[src/rtl/wfid_rr_encoder_40_to_6.sv]
// Round-robin 40-to-6 wavefront ID encoder with a registered valid/accept pick output.
// Define WFID_ENC_ONEHOT_OUT_EN to add the registered one-hot pick_onehot output.
module wfid_rr_encoder_40_to_6 #(
    parameter int NUM_SLOTS = 40,
    parameter int ID_WIDTH  = 6
) (
    input  logic                 clk,
    input  logic                 rst,
    input  logic [NUM_SLOTS-1:0] req,
    input  logic                 pick_accept,
    output logic                 pick_valid,
`ifdef WFID_ENC_ONEHOT_OUT_EN
    output logic [ID_WIDTH-1:0]  pick_wfid,
    output logic [NUM_SLOTS-1:0] pick_onehot
`else
    output logic [ID_WIDTH-1:0]  pick_wfid
`endif
);

    localparam logic [ID_WIDTH:0]   SLOTS_W   = (ID_WIDTH + 1)'(NUM_SLOTS);
    localparam logic [ID_WIDTH-1:0] LAST_SLOT = ID_WIDTH'(NUM_SLOTS - 1);

    logic [ID_WIDTH-1:0]  ptr_q, ptr_d;
    logic                 valid_q, valid_d;
    logic [ID_WIDTH-1:0]  wfid_q, wfid_d;

    logic                 accept;
    logic                 withdraw;
    logic                 load;
    logic [ID_WIDTH-1:0]  start;
    logic [NUM_SLOTS-1:0] acceptMask;
    logic [NUM_SLOTS-1:0] searchReq;
    logic                 found;
    logic [ID_WIDTH-1:0]  foundIdx;
    logic [ID_WIDTH:0]    idxWide;

    function automatic logic [ID_WIDTH-1:0] wrapInc(input logic [ID_WIDTH-1:0] v);
        if (v == LAST_SLOT) begin
            return '0;
        end
        return v + ID_WIDTH'(1);
    endfunction

    assign accept     = valid_q & pick_accept;
    assign withdraw   = valid_q & ~pick_accept & ~req[wfid_q];
    assign load       = ~valid_q | pick_accept | withdraw;
    assign start      = accept ? wrapInc(wfid_q) : ptr_q;
    // The wfid being consumed this cycle must not be re-picked immediately.
    assign acceptMask = accept ? (NUM_SLOTS'(1) << wfid_q) : '0;
    assign searchReq  = req & ~acceptMask;

    always_comb begin
        found    = 1'b0;
        foundIdx = '0;
        idxWide  = '0;
        for (int i = 0; i < NUM_SLOTS; i++) begin
            idxWide = {1'b0, start} + (ID_WIDTH + 1)'(i);
            if (idxWide >= SLOTS_W) begin
                idxWide = idxWide - SLOTS_W;
            end
            if (!found && searchReq[idxWide[ID_WIDTH-1:0]]) begin
                found    = 1'b1;
                foundIdx = idxWide[ID_WIDTH-1:0];
            end
        end
    end

    always_comb begin
        ptr_d   = ptr_q;
        valid_d = valid_q;
        wfid_d  = wfid_q;
        if (accept) begin
            ptr_d = wrapInc(wfid_q);
        end
        // With no requester the old wfid is kept; only valid drops.
        if (load) begin
            valid_d = found;
            if (found) begin
                wfid_d = foundIdx;
            end
        end
    end

    always_ff @(posedge clk) begin
        if (rst) begin
            ptr_q   <= '0;
            valid_q <= 1'b0;
            wfid_q  <= '0;
        end else begin
            ptr_q   <= ptr_d;
            valid_q <= valid_d;
            wfid_q  <= wfid_d;
        end
    end

    assign pick_valid = valid_q;
    assign pick_wfid  = wfid_q;

`ifdef WFID_ENC_ONEHOT_OUT_EN
    logic [NUM_SLOTS-1:0] onehot_q, onehot_d;

    always_comb begin
        onehot_d = onehot_q;
        if (load) begin
            onehot_d = found ? (NUM_SLOTS'(1) << foundIdx) : '0;
        end
    end

    always_ff @(posedge clk) begin
        if (rst) begin
            onehot_q <= '0;
        end else begin
            onehot_q <= onehot_d;
        end
    end

    assign pick_onehot = onehot_q;
`endif

endmodule

[config.mk]
export PLATFORM = sky130hd
export DESIGN_NAME = wfid_rr_encoder_40_to_6
export DESIGN_NICKNAME = d
export VERILOG_FILES = /design/src/rtl/wfid_rr_encoder_40_to_6.sv
export SDC_FILE = /design/constraint.sdc
export NUM_CORES = 1
export LEC_CHECK = 0
export BUFFER_PORTS_ARGS = -buffer_cell sky130_fd_sc_hd__buf_2
export CAP_MARGIN = 5
export CELL_PAD_IN_SITES_DETAIL_PLACEMENT = 0
export CELL_PAD_IN_SITES_GLOBAL_PLACEMENT = 1
export CORE_ASPECT_RATIO = 0.7
export CORE_MARGIN = 10
export CORE_UTILIZATION = 35
export DETAILED_ROUTE_END_ITERATION = 7
export PLACE_DENSITY = 0.66
export SKIP_CTS_REPAIR_TIMING = 1
export SLEW_MARGIN = 10
export SYNTH_ARGS = -nofsm -noshare
export SYNTH_HDL_FRONTEND = slang
export SYNTH_SLANG_ARGS = --single-unit
[constraint.sdc]
create_clock -name clk -period 10.7 [get_ports clk]
set_input_delay 2.14 -clock clk [delete_from_list [all_inputs] [get_ports clk]]
set_output_delay 2.14 -clock clk [all_outputs]
set_load 0.02 [all_outputs]
==> metrics.sh <==
TIMING.FINAL.MAX_SLEW_VIOLATIONS=0
NUMBER_OF_GLOBAL_ROUTE_VIAS_BEFORE_REPAIR=18900
SYNTH_TOP_AREA_CELL='mux2i_1'
DETAIL_ROUTE.VIAS_PER_CELL=7.450
SYNTH_TOP_AREA_FRAC=0.08034
COUNT_OF_INPUT_AND_OUTPUT_BUFFERS=49
FINAL_CELL_AREA_UM2=16970
DIE_HEIGHT_UM=195.8
DR.FIRST_ITER.DRC_COUNT=3404
POST_SYNTH.CELL_AREA_AVG_UM2=6.997
WORSTPATHARRIVAL_NS=10.64
RR_WORST_DEPTH=25
HOLDPATHSTAGES=3
DP_HPWL_UM=88530
WORSTSETUPENDPOINTTYPE='flip-flop'
GR-USAGE-MET1=0.5287
ASYNC_RESET_FF_FRAC=0
GRT_ANTENNA_BEFORE_REPAIR=5
FINAL_MIN_PERIOD_OVER_CLOCK_PERIOD=0.9840
SYN-INSTANCE-COUNT=2208
TIMING.CRITICAL_PATH.SLOWEST_STAGE_CELL='a2bb2oi_1'
STATUS='finished clean'
SETUP_TNS_NS=0
GR-USAGE-MET3=0.1865
GLOBALROUTE.BUSIESTLAYER='met1'
SYN_AREA_UM2=15450
FINAL_CRITICAL_PATH_SETUP_SLACK_NS=0.1707
DESIGN_POWER_TOTAL_mW=4.984
POWER_DENSITY_nW_PER_UM2=293.6
FINAL_LAYOUT_SIZE_SUFFIX_GT1_FRAC=0.1619
CLOCK_POWER_SHARE=0.015
DRT_WL_TOTAL_UM=108400
IO_PINS=50
MAX_CAP_VIOLATIONS=0
COREAREA_UM2=43640
GR-TOTAL-OVERFLOW=0
NET-SWITCHING-POWER_mW=3.367
N_FILL_CELL=4684
FMAX_MHz=94.97
AREAGROWTHSYNTHTOFINISH_PCT=9.873
INSERTION_DELAY_OF_THE_LATER_CLOCKED_PIN_IN_THE_WORST_SKEW_PAIR_NS=0.25
HOLD_PATH_CLASS='flip-flop to flip-flop'
SYNTH.FF_LATCH_COUNT=13
SYNTH_SEQ_AREA_SHARE=0.01685
YOSYS.CELL_TYPES.COUNT=112
ROWS=64
MAX_ROOT_SINK_BUFFERS=2
WORST_EP_REQUIRED_TIME_NS=10.81
POWER.SWITCHING_FRACTION=0.6756
DPL_WORST_SLACK_NS=0.4222
GRT_USAGE=0.3856
MAX_SLEW_MARGIN=0.07602
CRITICAL_PATH_PEAK_FANOUT=24
R2R_END='pick_wfid[2]'
INTERNAL_POWER_CONTRIBUTION_mW=1.617
CLOCKROOTBUFFER='clkbuf_16'
WORST_R2R_STARTPOINT='pick_wfid[1]'
DRT_PASS1_ITERATIONS=6
TOTAL_LEAKAGE_POWER_nW=6.612
CLOCK_SINK_COUNT=13
STARTPOINT_TYPE='primary input'
COMB_POWER_SHARE=0.967
POST_DRT_WL_PER_CELL_UM=37.98
FIN_CRIT_NS=10.53
PLACE.GP.CONGESTION=1.145
MAXIMUM_NUMBER_OF_PINS_ON_ONE_NET_BEFORE_GLOBAL_ROUTE_REPAIR=67
LAYOUT.CELLS.NON_FILLER=2855
FINISH.NET_COUNT=2371
CTS_TREE='yes'
DETAILROUTE.VIA_COUNT=21270
DPL-INSTANCE-AREA_UM2=16890
NUMCTSBUFFERS=3
WORST_HOLD_PATH.ENDPOINT='pick_wfid[0]'
DIE_W_UM=271.1
CRITICALPATHCATEGORY='primary input to flip-flop'
HOLD_VIOL=0
SEQ_POWER_SHARE=0.017
NETLIST_TOP_CELLS_AREA='mux2i_1 8.0%, mux4_2 7.0%, ha_1 5.3%, nor2_1 4.7%, o21ai_0 4.6%'
SYNTHTOPCELLSBYCOUNT='192 x nor2_1, 187 x nand2_1, 141 x o21ai_0'
YOSYS_WARNINGS=0
HTREE_LEVELS=1
TIGHTEST_SLEW_NS=1.375
GRT_PASS1_WL_UM=149300
DRCVIOLATIONCOUNT=0
INITIAL_CORE_UTIL=0.3540
FINAL_ANTENNA_NET_COUNT=0
CP.BUFFERS_INVERTERS=3
RSZ0062_AT_GRT='false'
POSTSYNTHNETCOUNT=2318
DIE-AREA_UM2=53080
SYNTH_ENABLE_FLOP_CELLS=0
R2R_SLACK_NS=0.76
GLOBAL_ROUTE_MET2_UTILIZATION=0.4868
SYNTH_FLOP_CELL='dfxtp_1'
FINALSETUPVIOLATIONS=0
TIMING.CRITICAL_PATH.SLOWEST_CELL_DELAY_NS=0.62
CLOCK_SKEW_NS=0.003225
MOST_COMMON_CELL_IN_THE_NETLIST='nor2_1'
CLK_PIN_SLEW_WORST_PATHS_NS=0.05
HP-START='pick_wfid[0]'
CP_TOP_FAMILY='compound AO/OA/AOI/OAI gates'
VDD.IR_DROP.WORST_mV=0.1524
DPL.CELL_COUNT=2850
## metal layers
layer	vias up	wire length, µm	part of all wire
li1	8816	-	-
met1	10430	44760	0.41
met2	1752	38920	0.36
met3	263	18790	0.17
met4	6	5927	0.055
met5	-	35	0.00032
## tightest hold or removal path: stages, from the launching register on
cell and delay (ns):
dfxtp_1 0.30, buf_4 0.22, nand2_1 0.10, a21oi_1 0.05
## cells by family (layout without fill, tap and decap cells)
| group | after synthesis | after routing | share of synthesized area |
|---|---|---|---|
| other cells | 0 | 1 | 0 |
| flops | 13 | 13 | 0.01685 |
| simple gates | 807 | 807 | 0.2720 |
| compound gates | 816 | 816 | 0.3763 |
| buf+inv | 233 | 285 | 0.06455 |
| fa+ha+maj | 67 | 67 | 0.05475 |
| xor+xnor | 60 | 60 | 0.03596 |
| mux | 212 | 212 | 0.1796 |
## stage by stage
stage | hold WS [ns] | util
3_5_place_dp | 0.7218 | 0.3871
2_1_floorplan | 0.7530 | -
6_report | 0.7216 | 0.3889
5_1_grt | 0.7725 | 0.3889
3_3_place_gp | 0.7144 | 0.3871
4_1_cts | 0.7337 | 0.3889
## sequential cells by signal (all words and copies together) (netlist names)
register,flops
ptr_q,6
pick_valid,1
pick_wfid,6
## cell type report
cell class                      instances  area (µm²)  area share
Timing Repair Buffer                  186        1299     0.07651
Inverter                               95       356.6     0.02101
Multi-Input combinational cell       1962       14230      0.8386
Clock buffer                            4       78.83    0.004644
Tap cell                              594       743.2     0.04379
Sequential cell                        13       260.3     0.01533
Antenna cell                            1       2.502   0.0001474
## power groups by stage
stage | Clock (mW) | Combinational [mW] | Sequential [mW]
finish | 0.0770 | 4.82 | 0.0871
global route | 0.0797 | 4.93 | 0.0875
CTS | 0.0771 | 4.53 | 0.0849
detailed placement | 0 | 4.51 | 0.0858
global placement | 0 | 4.54 | 0.0848
floorplan | 0 | 2.75 | 0.0782
## worst max-delay path by stage
stage                start      endpoint  cells after the start
4_1_cts        pick_accept  pick_wfid[2]                     25
6_report       pick_accept  pick_wfid[2]                     25
5_1_grt        pick_accept  pick_wfid[2]                     25
3_5_place_dp   pick_accept  pick_wfid[2]                     25
2_1_floorplan  pick_accept  pick_wfid[4]                     30
3_3_place_gp   pick_accept  pick_wfid[2]                     25
## cell usage in the layout, fill, tap and decap left out, types with 28 or more instances in the layout
cell / Yosys / layout
nor2_1: 192 / 192
nand2_1: 187 / 187
o21ai_0: 141 / 141
buf_4: 11 / 135
a21oi_1: 127 / 127
mux2i_1: 124 / 124
inv_1: 83 / 83
nand3_1: 74 / 74
nor3_1: 72 / 71
ha_1: 66 / 66
xnor2_1: 56 / 56
o31ai_1: 56 / 56
buf_2: 29 / 49
mux4_2: 48 / 48
nand4_1: 45 / 45
o211ai_1: 41 / 41
mux2_2: 38 / 38
a31oi_1: 35 / 35
a211oi_1: 34 / 33
o22ai_1: 30 / 30
a21o_1: 29 / 29
o21a_1: 29 / 29
and2_1: 28 / 28
a221oi_1: 28 / 28
nand2b_1: 28 / 28
Power figures use the tool's default switching activity.
